[src/rtl/ball_physics.sv]
// Pong ball kinematics: serve delay, wall and paddle bounces, goals, scoring and
// a registered per-pixel ball hit flag for the video path.
module ball_physics #(
    parameter int unsigned SCREEN_W     = 640,
    parameter int unsigned SCREEN_H     = 480,
    parameter int unsigned BALL_SIZE    = 8,
    parameter int unsigned SPEED        = 2,
    parameter int unsigned P1_X         = 50,
    parameter int unsigned P2_X         = 590,
    parameter int unsigned PADDLE_W     = 10,
    parameter int unsigned PADDLE_H     = 80,
    parameter int unsigned SERVE_FRAMES = 60,
    parameter int unsigned WIN_SCORE    = 9
) (
    input  logic       vga_clk,
    input  logic       reset_n,
    input  logic       frame_tick,
    input  logic [9:0] hsp,
    input  logic [9:0] vsp,
    input  logic [9:0] p1_y,
    input  logic [9:0] p2_y,
    input  logic       start,
    output logic [9:0] ball_x,
    output logic [9:0] ball_y,
    output logic       ball_intersect,
    output logic [3:0] score1,
    output logic [3:0] score2,
    output logic       game_over
);

    typedef enum logic [1:0] {SERVE, PLAY, GAME_OVER} state_t;

    localparam int unsigned CNT_W  = $clog2(SERVE_FRAMES + 1);
    localparam logic [9:0]  X_CTR  = 10'((SCREEN_W - BALL_SIZE) / 2);
    localparam logic [9:0]  Y_CTR  = 10'((SCREEN_H - BALL_SIZE) / 2);
    localparam logic [10:0] BSZ    = 11'(BALL_SIZE);
    localparam logic [10:0] SPD    = 11'(SPEED);
    localparam logic [10:0] PAD_H  = 11'(PADDLE_H);
    localparam logic [10:0] L_EDGE = 11'(P1_X + PADDLE_W);
    localparam logic [10:0] R_EDGE = 11'(P2_X);
    localparam logic [10:0] X_LIM  = 11'(SCREEN_W);
    localparam logic [10:0] Y_MAX  = 11'(SCREEN_H - BALL_SIZE);
    localparam logic [3:0]  WIN4   = 4'(WIN_SCORE);

    state_t           state;
    logic [CNT_W-1:0] serve_cnt;
    logic             dx_neg;
    logic             dy_neg;

    logic [10:0] x11, y11, p1_11, p2_11, h11, v11;
    logic        ov1, ov2, hit_l, hit_r, goal_l, goal_r;
    logic [9:0]  x_move, y_move;
    logic        dy_neg_move;
    logic [3:0]  s1_inc, s2_inc;
    logic        pix_in;

    always_comb begin
        x11   = {1'b0, ball_x};
        y11   = {1'b0, ball_y};
        p1_11 = {1'b0, p1_y};
        p2_11 = {1'b0, p2_y};
        h11   = {1'b0, hsp};
        v11   = {1'b0, vsp};

        ov1 = (y11 < p1_11 + PAD_H) && (p1_11 < y11 + BSZ);
        ov2 = (y11 < p2_11 + PAD_H) && (p2_11 < y11 + BSZ);

        // x - SPEED < edge is rewritten as x < edge + SPEED so nothing underflows
        hit_l  = dx_neg && (x11 >= L_EDGE) && (x11 < L_EDGE + SPD) && ov1;
        hit_r  = !dx_neg && (x11 + BSZ <= R_EDGE) && (x11 + BSZ + SPD > R_EDGE) && ov2;
        goal_l = dx_neg && (x11 < SPD) && !hit_l;
        goal_r = !dx_neg && (x11 + BSZ + SPD > X_LIM) && !hit_r;

        if (hit_l)
            x_move = 10'(L_EDGE);
        else if (hit_r)
            x_move = 10'(R_EDGE - BSZ);
        else if (dx_neg)
            x_move = 10'(x11 - SPD);
        else
            x_move = 10'(x11 + SPD);

        dy_neg_move = dy_neg;
        if (dy_neg && (y11 < SPD)) begin
            y_move      = '0;
            dy_neg_move = 1'b0;
        end else if (!dy_neg && (y11 + SPD > Y_MAX)) begin
            y_move      = 10'(Y_MAX);
            dy_neg_move = 1'b1;
        end else if (dy_neg) begin
            y_move = 10'(y11 - SPD);
        end else begin
            y_move = 10'(y11 + SPD);
        end

        s1_inc = (score1 < WIN4) ? score1 + 4'd1 : score1;
        s2_inc = (score2 < WIN4) ? score2 + 4'd1 : score2;

        pix_in = (hsp >= ball_x) && (h11 < x11 + BSZ) &&
                 (vsp >= ball_y) && (v11 < y11 + BSZ);
    end

    always_ff @(posedge vga_clk or negedge reset_n) begin
        if (!reset_n) begin
            state          <= SERVE;
            serve_cnt      <= '0;
            ball_x         <= X_CTR;
            ball_y         <= Y_CTR;
            dx_neg         <= 1'b0;
            dy_neg         <= 1'b0;
            score1         <= '0;
            score2         <= '0;
            ball_intersect <= 1'b0;
            game_over      <= 1'b0;
        end else begin
            ball_intersect <= pix_in && (state != GAME_OVER);
            if (frame_tick) begin
                case (state)
                    SERVE: begin
                        ball_x <= X_CTR;
                        ball_y <= Y_CTR;
                        if (serve_cnt == CNT_W'(SERVE_FRAMES - 1)) begin
                            serve_cnt <= '0;
                            state     <= PLAY;
                        end else begin
                            serve_cnt <= serve_cnt + CNT_W'(1);
                        end
                    end
                    PLAY: begin
                        if (goal_l || goal_r) begin
                            // ball re-centres immediately and heads at whoever conceded
                            ball_x <= X_CTR;
                            ball_y <= Y_CTR;
                            dx_neg <= goal_l;
                            dy_neg <= 1'b0;
                            if (goal_l) begin
                                score2 <= s2_inc;
                                if (s2_inc == WIN4) begin
                                    state     <= GAME_OVER;
                                    game_over <= 1'b1;
                                end else begin
                                    state <= SERVE;
                                end
                            end else begin
                                score1 <= s1_inc;
                                if (s1_inc == WIN4) begin
                                    state     <= GAME_OVER;
                                    game_over <= 1'b1;
                                end else begin
                                    state <= SERVE;
                                end
                            end
                        end else begin
                            ball_x <= x_move;
                            ball_y <= y_move;
                            dy_neg <= dy_neg_move;
                            if (hit_l)
                                dx_neg <= 1'b0;
                            else if (hit_r)
                                dx_neg <= 1'b1;
                        end
                    end
                    GAME_OVER: begin
                        if (start) begin
                            score1    <= '0;
                            score2    <= '0;
                            dx_neg    <= 1'b0;
                            dy_neg    <= 1'b0;
                            ball_x    <= X_CTR;
                            ball_y    <= Y_CTR;
                            serve_cnt <= '0;
                            game_over <= 1'b0;
                            state     <= SERVE;
                        end
                    end
                    default: state <= SERVE;
                endcase
            end
        end
    end

endmodule

[config.mk]
export PLATFORM = sky130hd
export DESIGN_NAME = ball_physics
export DESIGN_NICKNAME = d
export VERILOG_FILES = /design/src/rtl/ball_physics.sv
export SDC_FILE = /design/constraint.sdc
export NUM_CORES = 1
export LEC_CHECK = 0
export CAP_MARGIN = 10
export CORE_ASPECT_RATIO = 0.7
export CORE_MARGIN = 2
export CORE_UTILIZATION = 51
export DETAILED_ROUTE_END_ITERATION = 12
export GPL_TIMING_DRIVEN = 0
export HOLD_SLACK_MARGIN = 0.02
export MAX_ROUTING_LAYER = met4
export PLACE_DENSITY = 0.82
export SLEW_MARGIN = 10
export SYNTH_ARGS = -nofsm -noshare
export SYNTH_HDL_FRONTEND = slang
export SYNTH_SLANG_ARGS = --single-unit
[constraint.sdc]
create_clock -name vga_clk -period 3.34 [get_ports vga_clk]
set_input_delay 0.668 -clock vga_clk [delete_from_list [all_inputs] [get_ports vga_clk]]
set_output_delay 0.668 -clock vga_clk [all_outputs]
set_load 0.1 [all_outputs]
==> results of run 1 <==
[worst max-delay path, stage by stage (launching register included)]
cell     delay (ns)
dfstp_4        0.64
ha_4           0.17
nand3_2        0.14
nor3_4         0.19
xnor2_2        0.15
ha_1           0.37
a21oi_2        0.19
o22ai_2        0.13
or4_4          0.54
or2_2          0.33
a31o_1         0.19
a22o_1         0.25
[Yosys cell counts, drive strengths merged, types with 3 or more instances]
cell / number / area share, %
ha: 89 / 23
a31oi: 16 / 2.2
o211ai: 9 / 1.4
buf: 11 / 1.6
o311ai: 4 / 1.0
mux2i: 5 / 1.0
and3b: 3 / 0.53
o22ai: 4 / 0.51
nor4: 8 / 1.0
or4: 4 / 0.61
nand3: 22 / 2.3
nor2b: 6 / 0.76
o2111ai: 4 / 0.71
inv: 49 / 3.7
o21ai: 46 / 4.7
xnor2: 21 / 4.0
nand4: 10 / 1.3
o21a: 9 / 1.4
or3: 4 / 0.51
dfrtp: 28 / 14
or2: 3 / 0.38
a2bb2oi: 3 / 0.53
a21oi: 42 / 4.3
nand2: 37 / 2.9
a2111oi: 6 / 1.1
and3: 12 / 1.5
clkbuf: 13 / 0.99
xor2: 10 / 1.8
a211oi: 5 / 0.76
o2bb2ai: 3 / 0.53
a22o: 5 / 0.89
dfstp: 10 / 5.3
nand2b: 7 / 0.89
nor2: 34 / 2.6
nor3: 15 / 1.6
a21boi: 4 / 0.61
a21o: 7 / 1.1
[registers in the layout, summed over array words and instances (netlist names)]
register,flops
ball_intersect,1
ball_x,9
ball_y,9
dx_neg,1
dy_neg,1
game_over,1
score1,4
score2,4
serve_cnt,6
state,2
[placed cells by master (no fill, tap or decap), types with 6 or more instances in the layout]
master	Yosys	layout
xor2_1	10	10
ha_1	89	84
dfrtp_1	28	25
clkbuf_1	13	11
buf_4	4	19
nor2_1	34	33
a21o_1	7	7
nand3_1	21	18
buf_6	2	9
nand4_1	10	10
nand2b_1	7	7
a21oi_2	0	8
o211ai_1	9	9
nor4_1	8	7
dfstp_2	10	7
a21oi_1	42	34
inv_1	46	45
nand2_1	36	36
a31oi_1	15	13
o21ai_0	40	38
xnor2_1	19	14
and3_1	12	11
nor2b_1	6	6
nor3_1	14	12
o21a_1	9	8
xnor2_2	2	6
clkdlybuf4s50_1	0	59
[metrics by stage]
stage          std cells  power (W)  setup TNS [ns]  utilization [%]
6_report             823    0.00222         -0.0344             70.4
5_1_grt              823    0.00232          -0.943             70.4
4_1_cts              815    0.00216       -0.000619             67.4
3_5_place_dp         797    0.00165          -12.61             63.3
3_3_place_gp         796    0.00159           -9.56             63.0
2_1_floorplan        603    0.00134               0                -
[path summary, 6_finish.rpt]
path / end / slack [ns] / depth (start not counted)
max: ball_x[8]$_DFFE_PN1P_ / -0.03 / 11
min: serve_cnt[5]$_DFFE_PN0P_ / 0.29 / 1
max reg2reg: ball_x[8]$_DFFE_PN1P_ / -0.03 / 11
min reg2reg: dx_neg$_DFFE_PN0P_ / 0.58 / 2
max in group asynchronous: ball_x[5]$_DFFE_PN1P_ / 2.50 / 2
min in group vga_clk: dx_neg$_DFFE_PN0P_ / 0.58 / 2
[per-layer routing]
layer,GRT usage [%],vias to the layer above
li1,-,2437
met1,43.4,2531
met2,47.1,291
met3,6.51,50
met4,8.88,0
met5,-,-
[cell families (layout without fill, tap and decap cells)]
kind of cell | Yosys count | after routing | share of synthesized area, %
compound gates | 192 | 192 | 26.3
xor+xnor | 31 | 31 | 5.82
fa+ha+maj | 89 | 89 | 22.6
buf+inv | 73 | 168 | 6.30
flops | 38 | 38 | 19.6
mux | 7 | 7 | 1.47
other cells | 1 | 3 | 0.0761
simple gates | 171 | 171 | 17.8
[power by group]
part / internal [W] / total [W] / switching [W]
registers: 0.000544 / 0.000656 / 0.000112
clock network: 0.000296 / 0.000499 / 0.000203
logic: 0.000348 / 0.00107 / 0.000719
[layout make-up]
| type | instances | area, um^2 |
|---|---|---|
| sequential | 38 | 978 |
| clock inverter | 2 | 12.5 |
| multi-input combinational | 492 | 3990 |
| timing repair buffer | 90 | 886 |
| inverter | 49 | 188 |
| buffer | 21 | 133 |
| fill | 680 | 2730 |
| tap | 124 | 155 |
| antenna | 1 | 2.50 |
| clock buffer | 6 | 139 |
[repair_timing]
action                     4_1_cts  5_1_grt
buffers inserted                11        7
pin swaps                       12       18
gates resized for setup         40       45
gates cloned                     2        0
setup endpoints to repair       27       28
==> flow_summary.toml, run 1 <==
[run_status]
status = "complete, but fails checks"
violations = "negative setup slack"

[finish]
area_delta_synth_final_pct = 31.7
postLayoutCellArea_mm2 = 0.00649
fin_nets = 830
drive_gt1_share_pct = 16.2

[timing]
worst_slew_pin_slew_ns = 0.980
hold_viol_final = 0
setup_violations = 1
max_freq_mhz = 296
finClkSkew_ns = 0.00895
rsz0062_at_grt = "yes"
report.final.slew_viol_count = 0
whs_ns = 0.292
relSlewSlack_pct = 34.5
fin_crit_ns = 3.37
fin_crit_sh_pct = 101
setup_slack_ns = -0.0344

[global_routing]
grt_max_degree = 25
grt_first_pass_wirelength_mm = 25.6
antenna_found_initial = 1
grt_pass1_vias = 5114
grtUsageTotal_pct = 31.5
grt.overflow.total = 0

[critical_path]
crit_arrival_ns = 3.58
end_kind = "register"
cp-start-kind = "register"
crit_path_start = "ball_y[3]$_DFFE_PN1P_"
crit_type = "register to register"
cp_data_required_time_ns = 3.55
cp_max_fo = 4
r2r_start = "ball_y[3]$_DFFE_PN1P_"

[placement]
postPlaceCellArea_mm2 = 0.00583
gp_congestion = 0.970
dpl_worst_slack_ns = -0.658
dpl.hpwl_mm = 11.9
port_buffers = 69

[synthesis]
postSynthAreaPerCell_um2 = 8.18
netlist_area_mm2 = 0.00493
synth_edf_count = 0
synth_top_flop_cell = "dfrtp_1"
seq_area_frac_synth_pct = 19.6
synthArstFlopShare_pct = 100
ys_warn_count = 0
synth.distinct_cells = 74
synth_cells = 602
ys_seq_elements = 38

[drt]
finalWirelength_mm = 16.3
ant_nets = 0
drcViolationCount = 0
drt_first_pass_iters = 7
drt-initial-drc-count = 555
vias_per_cell = 6.45
wl_met2_mm = 7.25
wl_met3_mm = 1.57
via_count = 5309
wl_met1_mm = 7.08
wire_per_inst_um = 19.8
routed.top_layer = "met4"

[die]
core_mm2 = 0.00922
pin_count = 74
rows = 29
die_w_um = 121
die_y_um = 86.2
initial_core_util_pct = 53.4
dieArea_mm2 = 0.0105

[clocking]
cts.hold.buffers_added = 0
cts.sinks = 38
cts_buffers = 5
clkTransAtPathRegs_ns = 0.06
cts-root-buf = "clkbuf_16"
insertion_delay_ns = 0.29
tritoncts = "done"
clockBufferDepth = 2
htreeDepth = 2

[power]
power.density_mw_per_mm2 = 342
max-vdd-ir-drop_uv = 249
leakage_nw = 2.78

[hold_path]
hp-class = "input pin to async pin"

[job]
timing.max_cap.violations = 0
Power figures use the tool's default switching activity.
==> run 2, diff against run 1 <==
- PLACE_DENSITY: 0.82 -> 0.79
- RECOVER_POWER: unset -> 25
==> run 2 against run 1 <==
The run ends with max-capacitance violations, max-slew violations left. Critical path depth unchanged. Final cell count unchanged. Sequential share of layout area about the same. Global-route usage down 0.18 points. Highest routed layer unchanged. Largest cell class unchanged. Routed wire length up 1.0%. Die area unchanged. Register-to-register slack better by 0.08 ns. Largest power group unchanged. Clock skew down 0.0053 ns. Worst hold slack worse by 0.097 ns. Design area down 0.15%. First-iteration DRC count up 19%. Clock power up 27%.
==> flow_summary.toml, run 2 (same netlist as run 1, synthesis figures left out) <==
[run_status]
status = "complete, but fails checks"
violations = "max-capacitance violations, max-slew violations"

[critical_path]
cp_data_required_time_ns = 3.56
cp_max_fo = 7
crit_type = "register to register"
cp-start-kind = "register"
end_kind = "register"
crit_arrival_ns = 3.51

[drt]
drcViolationCount = 0
wl_met2_mm = 7.37
routed.top_layer = "met4"
ant_nets = 0
via_count = 5298
finalWirelength_mm = 16.5
wl_met1_mm = 7.48
wire_per_inst_um = 20.0
wl_met3_mm = 1.45
drt-initial-drc-count = 663
vias_per_cell = 6.44
drt_first_pass_iters = 5

[global_routing]
grtUsageTotal_pct = 31.3
grt.overflow.total = 0
antenna_found_initial = 0
grt_max_degree = 36
grt_pass1_vias = 4882
grt_first_pass_wirelength_mm = 25.3

[clocking]
cts.hold.buffers_added = 0
cts.sinks = 38
clkTransAtPathRegs_ns = 0.06
insertion_delay_ns = 0.29
tritoncts = "done"
clockBufferDepth = 2
cts_buffers = 5
htreeDepth = 2
cts-root-buf = "clkbuf_16"

[finish]
layout_commonest_cell = "ha_1"
fin_nets = 831
area_delta_synth_final_pct = 31.5
final_core_utilization_pct = 70.3
final_cell_mix = "83 x ha_1, 59 x clkdlybuf4s50_1, 45 x inv_1, 36 x a21oi_1, 36 x nand2_1"
largest_registers = "ball_x (9), ball_y (9), serve_cnt (6)"
drive_gt1_share_pct = 15.3
fill_cells = 716
diodes = 0
postLayoutCellArea_mm2 = 0.00648

[timing]
rsz0062_at_grt = "yes"
fin_crit_ns = 3.29
max_freq_mhz = 304
relSlewSlack_pct = -33.9
setup_violations = 0
report.final.slew_viol_count = 36
hold_viol_final = 0
worst_slew_pin_slew_ns = 2.01
finClkSkew_ns = 0.00368
fin_crit_sh_pct = 98.5

[placement]
port_buffers = 69
postPlaceCellArea_mm2 = 0.00583
gp_congestion = 0.998
dpl.hpwl_mm = 12.0

[power]
max-vdd-ir-drop_uv = 332
power.total_w = 0.00235
power.density_mw_per_mm2 = 364
leakage_nw = 2.78

[die]
pin_count = 74
rows = 29
dieArea_mm2 = 0.0105
core_mm2 = 0.00922
die_y_um = 86.2
initial_core_util_pct = 53.4
die_w_um = 121

[hold_path]
hp-class = "input pin to async pin"

[job]
timing.max_cap.violations = 1
==> run 2: changes by cell type in the layout (fill, tap and decap cells not counted), sizes merged <==
cell,delta
buf,-2
bufinv,+2
clkbuf,+2
clkinvlp,-2
diode,-1
dlygate4sd2,+1
dlymetal6s2s,-1
inv,+1
==> run 2: layout make-up <==
cell class / instances / area [um^2] / area share (%)
buffer: 22 / 144 / 2.22
clock buffer: 5 / 125 / 1.93
clock inverter: 3 / 68.8 / 1.06
inverter: 49 / 184 / 2.84
multi-input combinational: 492 / 3970 / 61.3
sequential: 38 / 977 / 15.1
tap: 124 / 155 / 2.40
timing repair buffer: 90 / 850 / 13.1
==> run 2: routing by layer <==
metal	vias to the layer above	track usage [%]
met4	0	3.97
met3	28	6.32
met2	278	48.3
met1	2550	44.0
met5	-	-
li1	2442	-
==> run 2: what timing repair did <==
item	CTS	global route
pin swaps	6	24
setup endpoints to repair	27	27
resized for setup	32	47
setup buffers	6	14
==> run 2: per-stage QoR <==
step	std cells	hold WS [ns]	worst slack [ns]	TNS, ns
floorplan	603	0.372	0.00165	0
global placement	796	0.545	-0.605	-11.54
detailed placement	797	0.488	-0.629	-13.67
CTS	810	0.189	0.0132	0
global route	823	0.204	-0.0676	-0.294
finish	823	0.195	0.0502	0
==> run 2: worst max-delay path: stages (launching register included) <==
cell and delay (ns):
dfstp_4 0.68, buf_4 0.14, inv_2 0.06, ha_1 0.27, inv_1 0.12, ha_1 0.24
a2111oi_4 0.33, a2111oi_2 0.13, or4_4 0.56, or2_4 0.25, a31o_1 0.19, a22o_1 0.23
==> run 2: where the power goes <==
part | switching (W) | total (W) | internal [W]
clock network | 0.000207 | 0.000636 | 0.000430
logic | 0.000725 | 0.00107 | 0.000342
registers | 0.000107 | 0.000651 | 0.000544
==> run 2: worst paths after layout <==
path / from / to / slack (ns) / depth (start not counted)
worst max-delay path: ball_y[3]$_DFFE_PN1P_ / ball_x[8]$_DFFE_PN1P_ / 0.05 / 11
worst min register to register: ball_y[2]$_DFFE_PN1P_ / ball_y[2]$_DFFE_PN1P_ / 0.59 / 2
worst min-delay path: reset_n / serve_cnt[4]$_DFFE_PN0P_ / 0.20 / 1
worst max register to register: ball_y[3]$_DFFE_PN1P_ / ball_x[8]$_DFFE_PN1P_ / 0.05 / 11
min in group vga_clk: ball_y[2]$_DFFE_PN1P_ / ball_y[2]$_DFFE_PN1P_ / 0.59 / 2
max in group asynchronous: reset_n / ball_y[8]$_DFFE_PN0P_ / 0.86 / 2
==> run 3, diff against run 2 <==
- GPL_TIMING_DRIVEN: 0 -> unset
- SKIP_CTS_REPAIR_TIMING: unset -> 1
==> run 3 against run 2 <==
The flow still finishes with violations (max-capacitance violations, max-slew violations). First-iteration DRC count down 33%. Sequential power increased by 5.2%. Non-clock buffer count rose by 21. Setup slack gained 0.0053 ns. Die area unchanged. Clock skew increased by 0.00073 ns. Global-route usage shrank 2.0 points.
==> flow_summary.toml, run 3 (same netlist as run 1, synthesis figures left out) <==
[timing]
relSlewSlack_pct = -42.3
worst_slew_pin_slew_ns = 2.13
setup_slack_ns = 0.0555
timing.setup.tns_ns = 0
fin_crit_sh_pct = 98.3
fin_crit_ns = 3.28
hold_viol_final = 0
max_freq_mhz = 304
report.final.slew_viol_count = 39
setup_violations = 0
finClkSkew_ns = 0.00441

[run_status]
violations = "max-capacitance violations, max-slew violations"
status = "complete, but fails checks"

[power]
leakage_nw = 2.91
power.density_mw_per_mm2 = 337
max-vdd-ir-drop_uv = 342

[global_routing]
grt.overflow.total = 0
grt_max_degree = 39
grt_pass1_vias = 4724
antenna_found_initial = 0
grtUsageTotal_pct = 29.4
grt_first_pass_wirelength_mm = 23.9

[placement]
port_buffers = 69
dpl_worst_slack_ns = -0.495
gp_congestion = 0.935
postPlaceCellArea_mm2 = 0.00606
dpl.hpwl_mm = 11.9

[critical_path]
cp_slowest_cell = "dfstp_4"
r2r.worst_path.cells = 12
r2r_start = "ball_y[3]$_DFFE_PN1P_"
cp-start-kind = "register"
end_kind = "register"
cp_num_buf_inv = 1
reg2reg_to = "ball_x[8]$_DFFE_PN1P_"
path_cells = "ha_4 -> nand3_4 -> nor3_4 -> xnor2_2 -> buf_4 -> ha_4 -> a21oi_2 -> o22ai_2 -> or4_4 -> or2_2 -> a31o_1 -> a22o_1"
r2r_setup_slack_ns = 0.06
cp_top_family = "simple AND/OR/NAND/NOR gates"
cp_common_cell = "ha_4"
crit_type = "register to register"
cp_max_fo = 5
slowest_delay_ns = 0.66
cp_data_required_time_ns = 3.56
crit_arrival_ns = 3.50

[finish]
largest_registers = "ball_x (9), ball_y (9), serve_cnt (6)"
layout_commonest_cell = "buf_4"
postLayoutCellArea_mm2 = 0.00644
diodes = 0
final_cell_mix = "90 x buf_4, 86 x ha_1, 46 x inv_1, 38 x o21ai_0, 37 x a21oi_1"
area_delta_synth_final_pct = 30.8
drive_gt1_share_pct = 22.1
fin_nets = 852

[die]
core_mm2 = 0.00922
rows = 29
dieArea_mm2 = 0.0105
die_y_um = 86.2
initial_core_util_pct = 53.4
die_w_um = 121
pin_count = 74

[hold_path]
whs_path_depth = 2
min-delay-start = "serve_cnt[1]$_DFFE_PN0P_"
hp-class = "register to register"
hold_end = "serve_cnt[1]$_DFFE_PN0P_"

[clocking]
insertion_delay_ns = 0.28
clockBufferDepth = 2
cts_buffers = 5
htreeDepth = 2
cts.sinks = 38
clkTransAtPathRegs_ns = 0.06
cts-root-buf = "clkbuf_16"
tritoncts = "done"

[drt]
via_count = 5244
drt_first_pass_iters = 5
drt-initial-drc-count = 441
finalWirelength_mm = 15.2
wire_per_inst_um = 18.0
drcViolationCount = 0
vias_per_cell = 6.21
ant_nets = 0

[job]
timing.max_cap.violations = 1
## run 3: how the worst max path moves through the flow
stage	end	slack (ns)	cells past startpoint	start
after detailed placement	ball_y[9]$_DFFE_PN0P_	-0.49	14	p2_y[4]
after global routing	game_over$_DFFE_PN0P_	-0.003	14	ball_y[3]$_DFFE_PN1P_
after global placement	ball_x[7]$_DFFE_PN0P_	-0.40	12	p1_y[4]
after floorplan	ball_x[7]$_DFFE_PN0P_	0.002	12	ball_y[3]$_DFFE_PN1P_
after CTS	ball_y[9]$_DFFE_PN0P_	-0.23	14	p2_y[4]
final	ball_x[8]$_DFFE_PN1P_	0.06	12	ball_y[3]$_DFFE_PN1P_
## run 3: area by class of cell
| type | count | area, um^2 |
|---|---|---|
| clock buffer | 6 | 139 |
| clock inverter | 2 | 12.5 |
| fill | 749 | 2780 |
| inverter | 49 | 184 |
| multi-input combinational | 492 | 3860 |
| sequential | 38 | 977 |
| tap | 124 | 155 |
| timing repair buffer | 133 | 1110 |
## run 3: metrics by stage
step | util, % | power [W] | std cells | hold WS, ns
final | 69.9 | 0.00217 | 844 | 0.573
after global routing | 69.9 | 0.00229 | 844 | 0.599
after CTS | 67.4 | 0.00214 | 841 | 0.530
after detailed placement | 65.7 | 0.00164 | 833 | 0.558
after global placement | 65.7 | 0.00159 | 833 | 0.547
after floorplan | - | 0.00134 | 603 | 0.372
## run 3: per-layer routing
metal	GRT usage [%]	vias to the layer above	share of wire [%]
met5	-	-	0
met4	4.70	0	0.79
met3	5.20	16	7.9
met2	43.0	215	44
met1	43.1	2529	47
li1	-	2484	-
## run 3: tightest hold or removal path, stage by stage, from the launching register on
cell     delay [ns]
dfrtp_1        0.40
inv_1          0.06
o21ai_0        0.07
## run 3: where the power goes
group / switching (W) / internal, W / total, W
clock: 0.000201 / 0.000296 / 0.000497
sequential: 0.000142 / 0.000543 / 0.000685
combinational: 0.000656 / 0.000332 / 0.000988
